## config.mk

```make
export PLATFORM = sky130hd
export DESIGN_NAME = max_reduce_sequencer
export DESIGN_NICKNAME = d
export VERILOG_FILES = /design/src/rtl/max_reduce_sequencer.sv
export SDC_FILE = /design/constraint.sdc
export NUM_CORES = 1
export LEC_CHECK = 0
export CORE_ASPECT_RATIO = 0.9
export CORE_UTILIZATION = 49
export CTS_CLUSTER_DIAMETER = 50
export CTS_CLUSTER_SIZE = 16
export DETAILED_ROUTE_END_ITERATION = 12
export HOLD_SLACK_MARGIN = 0.12
export PLACE_DENSITY = 0.84
export SLEW_MARGIN = 10
export SYNTH_ARGS = -nofsm -noshare
export SYNTH_HDL_FRONTEND = slang
export SYNTH_SLANG_ARGS = --single-unit
```

## constraint.sdc

```tcl
create_clock -name clk -period 5.3 [get_ports clk]
set_clock_uncertainty 0.1 [all_clocks]
set_input_delay 1.06 -clock clk [delete_from_list [all_inputs] [get_ports clk]]
set_output_delay 1.06 -clock clk [all_outputs]
set_load 0.005 [all_outputs]
```

## src/rtl/max_reduce_sequencer.sv

```systemverilog
// -----------------------------------------------------------------------------
// max_reduce_sequencer
//
// Purpose:
//   Finds the maximum of a vector of CHANNELS IEEE-754 single-precision
//   Q-values, and optionally the index of that maximum. One bank of pairwise
//   comparators is reused over several rounds. Each round halves the live
//   element count, and an odd leftover element passes through unchanged.
//
// Optional feature (macro MAX_REDUCE_ARGMAX_EN):
//   When defined, index tags travel with each value and o_index is present.
//   When undefined, there are no tag registers and no o_index port.
//   Value reduction, timing and handshakes are the same in both builds.
//
// Handshakes (valid/ready):
//   - A transfer happens on a rising edge where valid && ready are both high.
//   - A source holds valid, and its payload, until that edge.
//   - o_ready is high only in IDLE. i_data is sampled only at acceptance.
//   - o_valid, o_data and o_index stay stable until the edge where i_ready
//     is high. That edge ends the result transfer.
//
// Ports:
//   clk          rising-edge clock
//   rst_n        synchronous active-low reset
//   i_valid      request valid
//   o_ready      block can accept a request (state == IDLE)
//   i_data       CHANNELS packed values; element k is at [DW*(k+1)-1 : DW*k]
//   o_valid      result valid
//   i_ready      downstream accepts the result
//   o_data       maximum value
//   o_index      index of the maximum (only with MAX_REDUCE_ARGMAX_EN)
//   o_busy       high in REDUCE or DONE
//   o_dbg_state  current FSM state, for debug and checkers
// -----------------------------------------------------------------------------
module max_reduce_sequencer #(
  parameter int CHANNELS   = 4,
  parameter int DATA_WIDTH = 32,
  parameter int IDX_WIDTH  = (CHANNELS > 1) ? $clog2(CHANNELS) : 1
) (
  input  logic                           clk,
  input  logic                           rst_n,
  input  logic                           i_valid,
  output logic                           o_ready,
  input  logic [DATA_WIDTH*CHANNELS-1:0] i_data,
  output logic                           o_valid,
  input  logic                           i_ready,
  output logic [DATA_WIDTH-1:0]          o_data,
`ifdef MAX_REDUCE_ARGMAX_EN
  output logic [IDX_WIDTH-1:0]           o_index,
`endif
  output logic                           o_busy,
  output logic [1:0]                     o_dbg_state
);

  localparam int NSLOT = (CHANNELS + 1) / 2;
  localparam int CNT_W = $clog2(CHANNELS + 1);

  typedef enum logic [1:0] {
    S_IDLE   = 2'd0,
    S_REDUCE = 2'd1,
    S_DONE   = 2'd2
  } state_t;

  state_t                r_state;
  logic                  r_valid;
  logic [DATA_WIDTH-1:0] r_data;
  logic [CNT_W-1:0]      r_cnt;
  logic [DATA_WIDTH-1:0] r_buf [CHANNELS];

  logic [DATA_WIDTH-1:0] w_nbuf   [NSLOT];
  logic                  w_take_b [NSLOT];
  logic [CNT_W:0]        w_cnt_inc;
  logic [CNT_W-1:0]      w_cnt_next;

`ifdef MAX_REDUCE_ARGMAX_EN
  logic [IDX_WIDTH-1:0]  r_index;
  logic [IDX_WIDTH-1:0]  r_tag  [CHANNELS];
  logic [IDX_WIDTH-1:0]  w_ntag [NSLOT];
`endif

  // Returns 1 when a is strictly greater than b under the sign-magnitude order.
  // +0 and -0 compare equal. NaN and Inf are ordered by their raw bits.
  function automatic logic fp_gt(input logic [DATA_WIDTH-1:0] a,
                                 input logic [DATA_WIDTH-1:0] b);
    logic both_zero;
    both_zero = (a[DATA_WIDTH-2:0] == '0) && (b[DATA_WIDTH-2:0] == '0);
    if (both_zero)
      return 1'b0;
    else if (a[DATA_WIDTH-1] != b[DATA_WIDTH-1])
      return b[DATA_WIDTH-1];
    else if (!a[DATA_WIDTH-1])
      return a[DATA_WIDTH-2:0] > b[DATA_WIDTH-2:0];
    else
      return a[DATA_WIDTH-2:0] < b[DATA_WIDTH-2:0];
  endfunction

  // ceil(count/2). The extra bit keeps count+1 from overflowing.
  assign w_cnt_inc  = {1'b0, r_cnt} + {{CNT_W{1'b0}}, 1'b1};
  assign w_cnt_next = w_cnt_inc[CNT_W:1];

  // One comparator per output slot.
  // Slot j takes buf[2j+1] only if that element is live and strictly larger.
  // On a tie buf[2j] wins, so the lowest original index survives.
  // When buf[2j+1] is not live, buf[2j] passes through unchanged. This covers
  // the odd leftover, which sits at buf[count-1] = buf[2*(count/2)].
  for (genvar j = 0; j < NSLOT; j++) begin : g_slot
    if (2 * j + 1 < CHANNELS) begin : g_pair
      logic w_pair_live;
      assign w_pair_live = (CNT_W'(2 * j + 1) < r_cnt);
      assign w_take_b[j] = w_pair_live && fp_gt(r_buf[2*j+1], r_buf[2*j]);
      assign w_nbuf[j]   = w_take_b[j] ? r_buf[2*j+1] : r_buf[2*j];
`ifdef MAX_REDUCE_ARGMAX_EN
      assign w_ntag[j]   = w_take_b[j] ? r_tag[2*j+1] : r_tag[2*j];
`endif
    end else begin : g_single
      assign w_take_b[j] = 1'b0;
      assign w_nbuf[j]   = r_buf[2*j];
`ifdef MAX_REDUCE_ARGMAX_EN
      assign w_ntag[j]   = r_tag[2*j];
`endif
    end
  end

  always_ff @(posedge clk) begin
    if (!rst_n) begin
      r_state <= S_IDLE;
      r_valid <= 1'b0;
      r_data  <= '0;
      r_cnt   <= '0;
`ifdef MAX_REDUCE_ARGMAX_EN
      r_index <= '0;
`endif
    end else begin
      case (r_state)
        S_IDLE: begin
          if (i_valid) begin
            for (int k = 0; k < CHANNELS; k++) begin
              r_buf[k] <= i_data[DATA_WIDTH*k +: DATA_WIDTH];
`ifdef MAX_REDUCE_ARGMAX_EN
              r_tag[k] <= IDX_WIDTH'(k);
`endif
            end
            r_cnt   <= CNT_W'(CHANNELS);
            r_state <= (CHANNELS == 1) ? S_DONE : S_REDUCE;
          end
        end
        S_REDUCE: begin
          for (int j = 0; j < NSLOT; j++) begin
            r_buf[j] <= w_nbuf[j];
`ifdef MAX_REDUCE_ARGMAX_EN
            r_tag[j] <= w_ntag[j];
`endif
          end
          r_cnt <= w_cnt_next;
          if (w_cnt_next == CNT_W'(1)) r_state <= S_DONE;
        end
        S_DONE: begin
          // The first DONE cycle copies the result into the output registers.
          // This gives o_valid its one-cycle lag after the last round.
          if (!r_valid) begin
            r_valid <= 1'b1;
            r_data  <= r_buf[0];
`ifdef MAX_REDUCE_ARGMAX_EN
            r_index <= r_tag[0];
`endif
          end else if (i_ready) begin
            r_valid <= 1'b0;
            r_state <= S_IDLE;
          end
        end
        default: r_state <= S_IDLE;
      endcase
    end
  end

  assign o_ready     = (r_state == S_IDLE);
  assign o_busy      = (r_state != S_IDLE);
  assign o_valid     = r_valid;
  assign o_data      = r_data;
  assign o_dbg_state = r_state;
`ifdef MAX_REDUCE_ARGMAX_EN
  assign o_index     = r_index;
`endif

endmodule

```

==> impl_metrics.py, run 1 <==
metrics = {
    "synth": {
        "ys_seq_area_share_pct": 56.3,
        "synth_compound_area_share_pct": 13.2,
        "synth_top_family_by_area": "compound AO/OA/AOI/OAI gates",
        "synth-seq-cells": 166,
        "synthCells": 716,
        "synth_simple_gate_area_share_pct": 11.4,
        "yosys_warnings": 0,
        "synthesis.area_um2": 8180,
        "synthMuxAreaShare_pct": 3.91,
        "synth.avg_cell_area_um2": 11.4,
        "syn-num-nets": 911,
        "synthFlopType": "edfxtp_1",
        "synthArstFlopShare_pct": 0,
        "synth_adder_area_share_pct": 9.63,
        "synth_edf_count": 128,
        "synth-xor-area-share_pct": 0.107,
        "yosysUniqueCellTypes": 50,
    },
    "floorplan": {
        "die_x_um": 138,
        "dieArea_um2": 17200,
        "io_pins": 169,
        "rows": 44,
        "initial_core_util_pct": 50.4,
        "core_area_um2": 16200,
        "die_h_um": 125,
    },
    "cells_and_area": {
        "fin_util_pct": 64.8,
        "diodes": 0,
        "drive_gt1_share_pct": 5.59,
        "fin_area_um2": 10500,
        "seqCellArea_um2": 4600,
        "nFillCells": 1215,
        "fin_nets": 1076,
        "multi_input_area_um2": 3150,
        "area_growth_pct": 28.6,
        "final_cells": 1101,
    },
    "route": {
        "drtAntennaViolNets": 0,
        "totalWireLength_um": 20200,
        "vias": 6247,
        "drt_iter0_drc": 559,
        "viasPerCell": 5.67,
        "drc_errors": 20,
        "first_pass_iters": 11,
        "wire_per_inst_um": 18.4,
    },
    "power": {
        "vdd_drop_max_mv": 0.225,
        "leakage_nw": 3.96,
        "power_density_nw_per_um2": 284,
    },
    "timing": {
        "setup_viol_count_final": 0,
        "final_max_slew_viol_count": 0,
        "finalCritPeriodShare_pct": 68.7,
        "fin_setup_tns_ps": 0,
        "relSlewSlack_pct": 27.1,
        "finalHoldViolCount": 0,
        "period_needed_ps": 3640,
        "worst_pin_slew_ps": 1090,
        "rsz0062_at_grt": "false",
        "clock.fmax_mhz": 275,
    },
    "outcome": {
        "violations": "design-rule violations",
        "status": "finished, violations left",
    },
    "setup_path": {
        "crit_arrival_ps": 3690,
        "crit_type": "register to register",
        "worstPathMaxFanout": 19,
        "r2r_slack_ps": 1660,
        "worst_ep_required_time_ps": 5350,
        "crit_path_start_kind": "register",
        "crit_path_end_kind": "register",
    },
    "cts": {
        "cts_sinks": 166,
        "cts_tree": "done",
        "hold_buffers": 0,
        "clock_latency_ps": 430,
        "htree_levels": 4,
        "cts_made_buffers": 17,
        "clk_pin_slew_ps": 60,
        "clock_path_buffers": 2,
        "cts_resized": 0,
        "cts_setup_buffers": 0,
        "clockRootBuffer": "clkbuf_16",
    },
    "min_path": {
        "hold_path_class": "register to register",
    },
    "placed_design": {
        "port_buffers": 168,
        "gp_congestion": 0.945,
        "dpl.hpwl_um": 15400,
        "placedCellCount": 1069,
        "place_area_um2": 9990,
    },
    "global_routing": {
        "antenna_found_initial": 0,
        "grt_usage_pct": 24.8,
        "grt_pass1_vias": 6276,
        "grt_max_degree": 67,
        "overflow": 0,
        "grt_first_pass_wirelength_um": 32500,
    },
    "flow_run": {
        "cap_violations": 0,
    },
}
-- final cells by class --
type	count	area share [%]
flip-flops and latches	166	43.7
inverters	67	2.39
repair buffers	175	16.5
multi-input cells	454	29.9
well taps	207	2.46
clock buffers	25	4.62
clock inverters	7	0.416
-- registers in the layout (all words and copies together), names as in the netlist --
register and flops:
o_data 32, o_dbg_state 2, o_valid 1, r_buf 128
r_cnt 3
-- critical path, cell delays in order (launching register included) --
cell and delay [ps]:
edfxtp_1 380, inv_1 70, ha_1 330, a21oi_2 120
o21ai_1 70, a221o_1 390, a2111oi_4 420, nand3_2 140
a21oi_4 630, buf_4 360, mux2i_1 260, o21ai_1 70
-- cell families after synthesis --
| logic type | after synthesis |
|---|---|
| fa+ha+maj | 63 |
| flops | 166 |
| simple gates | 197 |
| buf+inv | 96 |
| mux | 32 |
| compound gates | 161 |
| xor+xnor | 1 |
-- final timing paths --
kind,cells after the start,end,start
worst min register to register,2,o_data[23],o_data[23]
worst max-delay path,11,r_buf[0][37],r_buf[0][80]
worst min-delay path,2,o_data[23],o_data[23]
worst max register to register,11,r_buf[0][37],r_buf[0][80]
-- routing by layer --
metal  routed length [um]  GRT usage, %
met1                 8590          32.5
met2                 9700          40.4
met3                 1360          4.96
met4                  563          10.5
met5                    0             0
-- stage by stage --
stage	power [mW]	worst slack, ps	hold slack [ps]
after global placement	1.87	1370	343
after detailed placement	1.88	1280	347
after CTS	3.00	1660	355
after floorplan	1.71	1420	353
after global routing	3.09	1490	364
final	2.98	1660	355
-- cells in the final DEF (no fill, tap or decap), drive strengths merged, types with 3 or more instances in the layout --
cell	instances
edfxtp	128
buf	7
nand4	20
o21ai	40
clkbuf	25
dfxtp	38
nor3	5
nor4	32
a21o	17
mux2i	32
a21oi	56
o211ai	3
inv	71
nand3	8
ha	63
nor2	18
a22o	31
nand2	103
clkinv	3
clkdlybuf4s50	168
-- report_power, final --
part	internal, mW	leakage, nW	total [mW]	switching [mW]
Clock	0.639	0.266	1.13	0.486
Combinational	0.179	2.18	0.332	0.154
Sequential	1.47	1.52	1.53	0.0556
-- synthesized netlist by cell type (19+ instances only) --
library cell	instances	area share [%]
edfxtp_1	128	47
nand2_1	103	4.7
inv_1	66	3.0
ha_1	63	9.6
a21oi_1	53	3.2
dfxtp_1	38	9.3
o21ai_1	34	2.1
mux2i_1	32	3.9
nor4_1	32	2.4
a22o_1	31	3.3
nand4_1	20	1.5
clkbuf_1	19	0.87
Power figures use the tool's default switching activity.
==> run 2: changes to the inputs <==
==> constraint.sdc (replaced) <==
create_clock -name clk -period 3.6 [get_ports clk]
set_clock_uncertainty 0.1 [all_clocks]
set_input_delay 0.72 -clock clk [delete_from_list [all_inputs] [get_ports clk]]
set_output_delay 0.72 -clock clk [all_outputs]
set_load 0.005 [all_outputs]
==> impl_metrics.py, run 2 (synthesized netlist as in run 1, its figures left out) <==
metrics = {
    "cells_and_area": {
        "final_cell_mix": "clkdlybuf4s50_1, edfxtp_1, nand2_1",
        "diodes": 0,
        "seqCellArea_um2": 4600,
        "largest_reg_flops": 128,
        "multi_input_area_um2": 3150,
        "layout_commonest_cell": "clkdlybuf4s50_1",
        "fin_nets": 1078,
        "drive_gt1_share_pct": 6.14,
        "area_growth_pct": 30.2,
        "top_register": "r_buf",
        "nFillCells": 1252,
        "fin_util_pct": 65.6,
    },
    "timing": {
        "setup_viol_count_final": 0,
        "finalHoldViolCount": 0,
        "fin_setup_tns_ps": 0,
        "final_max_slew_viol_count": 0,
        "rsz0062_at_grt": "false",
        "finalCritPeriodShare_pct": 85.2,
        "period_needed_ps": 3070,
        "relSlewSlack_pct": 30.3,
        "worst_pin_slew_ps": 1040,
        "clock.fmax_mhz": 326,
    },
    "cts": {
        "cts_made_buffers": 17,
        "cts_sinks": 166,
        "hold_buffers": 0,
        "clock_latency_ps": 440,
        "cts_resized": 0,
        "htree_levels": 4,
        "cts_tree": "done",
        "cts_setup_buffers": 0,
        "clock_path_buffers": 2,
        "clk_pin_slew_ps": 70,
        "clockRootBuffer": "clkbuf_16",
    },
    "setup_path": {
        "crit_path_end_kind": "register",
        "worst_ep_required_time_ps": 3640,
        "crit_type": "register to register",
        "worstPathMaxFanout": 31,
        "crit_path_start_kind": "register",
        "crit_arrival_ps": 3110,
    },
    "route": {
        "viasPerCell": 5.63,
        "drc_errors": 20,
        "wl_met1_um": 8870,
        "wl_met2_um": 9870,
        "wire_per_inst_um": 18.7,
        "vias": 6207,
        "wl_met3_um": 1250,
        "drt_iter0_drc": 548,
        "totalWireLength_um": 20600,
        "first_pass_iters": 9,
        "top_layer": "met4",
        "drtAntennaViolNets": 0,
    },
    "power": {
        "power.switching_mw": 1.08,
        "clockPowerShare_pct": 41.4,
        "intPower_mw": 3.60,
        "p_total_mw": 4.67,
        "power_density_nw_per_um2": 439,
        "seq_power_share_pct": 48.2,
        "vdd_drop_max_mv": 0.355,
        "netSwitchingFraction_pct": 23.1,
        "pwr-share-comb_pct": 10.4,
        "leakage_nw": 4.02,
    },
    "placed_design": {
        "port_buffers": 168,
        "gp_congestion": 0.900,
        "dpl.hpwl_um": 15700,
    },
    "floorplan": {
        "initial_core_util_pct": 50.4,
        "dieArea_um2": 17200,
        "rows": 44,
        "die_x_um": 138,
        "core_area_um2": 16200,
        "io_pins": 169,
        "die_h_um": 125,
    },
    "global_routing": {
        "overflow": 0,
        "grt_max_degree": 75,
        "grt_usage_pct": 25.0,
        "grt_first_pass_wirelength_um": 32500,
        "antenna_found_initial": 0,
        "grt_pass1_vias": 6238,
    },
    "outcome": {
        "violations": "design-rule violations",
        "status": "finished, violations left",
    },
    "flow_run": {
        "cap_violations": 0,
    },
    "min_path": {
        "hold_path_class": "register to register",
    },
}
run 2: cell count changes in the layout (fill, tap and decap cells not counted), sizes merged:
cell	change
clkbuf	-8
bufinv	+4
clkinv	+3
buf	+2
inv	+1
run 2: area by class of cell:
type | count | area share [%]
well taps | 207 | 2.43
flip-flops and latches | 166 | 43.2
inverters | 67 | 2.36
repair buffers | 177 | 16.6
clock buffers | 17 | 3.99
multi-input cells | 454 | 29.5
clock inverters | 15 | 1.85
run 2: stage by stage:
stage	hold WS [ps]	worst slack, ps	cells	area (um^2)
after detailed placement	348	560	1071	10000
after global placement	342	643	1071	10000
after CTS	357	544	1103	10700
after global routing	376	347	1103	10700
final	354	531	1103	10700
after floorplan	353	377	716	8190
run 2: layer usage:
metal	up-vias	global-route usage, %
li1	2996	-
met1	2925	31.6
met2	247	41.0
met3	39	6.07
met4	0	10.4
met5	-	0
run 2: critical path, stage by stage, from the launching register on:
cell and delay [ps]:
edfxtp_1 400, inv_1 60, ha_1 310, a21oi_1 190
nand2_1 70, a221o_1 330, a2111oi_4 420, nand3_2 140
a21oi_4 170, buf_12 250, mux2i_1 260, o21ai_1 90
run 2: power groups by stage:
stage          Sequential, mW  Combinational (mW)  Clock [mW]
6_report                 2.25               0.488        1.93
5_1_grt                  2.26               0.538        2.03
4_1_cts                  2.25               0.490        1.96
3_5_place_dp             2.29               0.486           0
3_3_place_gp             2.29               0.471           0
2_1_floorplan            2.25               0.265           0
run 2: final timing paths:
| path | from | end | slack (ps) | depth (start not counted) |
|---|---|---|---|---|
| max | r_buf[0][85] | r_buf[0][34] | 530 | 11 |
| min reg2reg | o_data[7] | o_data[7] | 350 | 2 |
| min | o_data[7] | o_data[7] | 350 | 2 |
| max reg2reg | r_buf[0][85] | r_buf[0][34] | 530 | 11 |
==> run 3: changes to the inputs <==
--- a/config.mk
+++ b/config.mk
@@ -8,9 +8,9 @@
 export CORE_ASPECT_RATIO = 0.9
 export CORE_UTILIZATION = 49
 export CTS_CLUSTER_DIAMETER = 50
-export CTS_CLUSTER_SIZE = 16
 export DETAILED_ROUTE_END_ITERATION = 12
 export HOLD_SLACK_MARGIN = 0.12
+export MAX_ROUTING_LAYER = met4
 export PLACE_DENSITY = 0.84
 export SLEW_MARGIN = 10
 export SYNTH_ARGS = -nofsm -noshare
==> impl_metrics.py, run 3 (synthesized netlist as in run 1, its figures left out) <==
metrics = {
    "timing": {
        "worst_pin_slew_ps": 1010,
        "fin_setup_tns_ps": 0,
        "setup_ws_ps": 576,
        "finalCritPeriodShare_pct": 84.0,
        "period_needed_ps": 3020,
        "clock.fmax_mhz": 331,
        "relSlewSlack_pct": 32.9,
        "finalHoldViolCount": 0,
        "setup_viol_count_final": 0,
        "final_max_slew_viol_count": 0,
        "rsz0062_at_grt": "false",
    },
    "cts": {
        "cts_tree": "done",
        "cts_made_buffers": 17,
        "cts_sinks": 166,
        "clk_pin_slew_ps": 70,
        "clockRootBuffer": "clkbuf_16",
        "clock_latency_ps": 440,
        "hold_buffers": 0,
        "clock_path_buffers": 2,
        "cts_resized": 0,
        "cts_setup_buffers": 0,
        "htree_levels": 4,
    },
    "route": {
        "drtAntennaViolNets": 0,
        "first_pass_iters": 9,
        "totalWireLength_um": 21000,
        "viasPerCell": 5.78,
        "drc_errors": 20,
        "drt_iter0_drc": 703,
        "vias": 6376,
        "wire_per_inst_um": 19.1,
    },
    "outcome": {
        "status": "finished, violations left",
        "violations": "design-rule violations",
    },
    "setup_path": {
        "worstPathMaxFanout": 31,
        "crit_arrival_ps": 3110,
        "r2r-start": "r_buf[0][112]",
        "r2r_slack_ps": 580,
        "worst_ep_required_time_ps": 3680,
        "r2r-end": "r_buf[0][58]",
        "critPathLaunch": "r_buf[0][112]",
        "crit_path_end_kind": "register",
        "cp-endpoint": "r_buf[0][58]",
        "crit_path_start_kind": "register",
        "r2r_cells": 10,
        "crit_type": "register to register",
    },
    "placed_design": {
        "placedCellCount": 1072,
        "place_ws_ps": 602,
        "place_area_um2": 10000,
        "port_buffers": 168,
        "dpl.hpwl_um": 15900,
        "gp_congestion": 0.945,
    },
    "cells_and_area": {
        "layout_commonest_cell": "clkdlybuf4s50_1",
        "largest_reg_flops": 128,
        "final_cells": 1104,
        "top_register": "r_buf",
        "diodes": 0,
        "drive_gt1_share_pct": 6.35,
        "fin_nets": 1079,
        "area_growth_pct": 30.9,
        "final_cell_mix": "clkdlybuf4s50_1, edfxtp_1, nand2_1",
        "fin_area_um2": 10700,
    },
    "global_routing": {
        "grt_pass1_vias": 6419,
        "grt_first_pass_wirelength_um": 33000,
        "grt_max_degree": 75,
        "grt_usage_pct": 26.1,
        "antenna_found_initial": 0,
        "overflow": 0,
    },
    "floorplan": {
        "initial_core_util_pct": 50.4,
        "rows": 44,
        "dieArea_um2": 17200,
        "io_pins": 169,
        "die_h_um": 125,
        "core_area_um2": 16200,
        "die_x_um": 138,
    },
    "power": {
        "power_density_nw_per_um2": 450,
        "leakage_nw": 4.04,
        "p_total_mw": 4.83,
        "vdd_drop_max_mv": 0.400,
    },
    "min_path": {
        "hold_path_class": "register to register",
    },
    "flow_run": {
        "cap_violations": 0,
    },
}
-- run 3: per-stage QoR --
stage	hold slack (ps)	util, %
finish	356	66.0
floorplan	353	-
global placement	343	61.8
CTS	357	66.0
detailed placement	349	61.8
global route	375	66.0
-- run 3: cell type report --
| type | count | area, um^2 |
|---|---|---|
| sequential | 166 | 4600 |
| clock buffer | 17 | 425 |
| fill | 1218 | 5530 |
| timing repair buffer | 178 | 1780 |
| multi-input combinational | 454 | 3150 |
| clock inverter | 15 | 248 |
| tap | 207 | 259 |
| inverter | 67 | 251 |
-- run 3: worst max-delay path, cell delays in order (launching register included) --
cell and delay [ps]:
edfxtp_1 430, ha_1 330, a21oi_2 120, o21ai_1 70, a221o_1 390, a2111oi_4 440
nand3_2 140, a21oi_4 160, buf_12 240, mux2i_1 250, o21ai_1 80
-- run 3: metal layers --
layer	share of wire [%]	vias to the layer above	global-route usage, %	routed length (um)
met5	0	-	-	0
li1	-	2989	-	-
met4	3.7	0	12.2	773
met3	6.5	58	5.23	1370
met2	48	290	41.5	10000
met1	42	3039	32.3	8900
-- run 3: where the power goes --
part	internal, mW	switching, mW	leakage, nW	total (mW)
combinational	0.267	0.226	2.20	0.493
sequential	2.16	0.0865	1.52	2.25
clock	1.31	0.775	0.324	2.08
total	3.74	1.09	4.04	4.83
-- run 3: worst min-delay path by stage --
stage                          start          to  slack (ps)  cells after the start
final                      o_data[2]   o_data[2]         360                      2
after global routing      o_data[25]  o_data[25]         370                      2
after CTS                  o_data[2]   o_data[2]         360                      2
after detailed placement   o_data[2]   o_data[2]         350                      2
after global placement    o_data[29]  o_data[29]         340                      2
after floorplan            o_data[0]   o_data[0]         350                      2
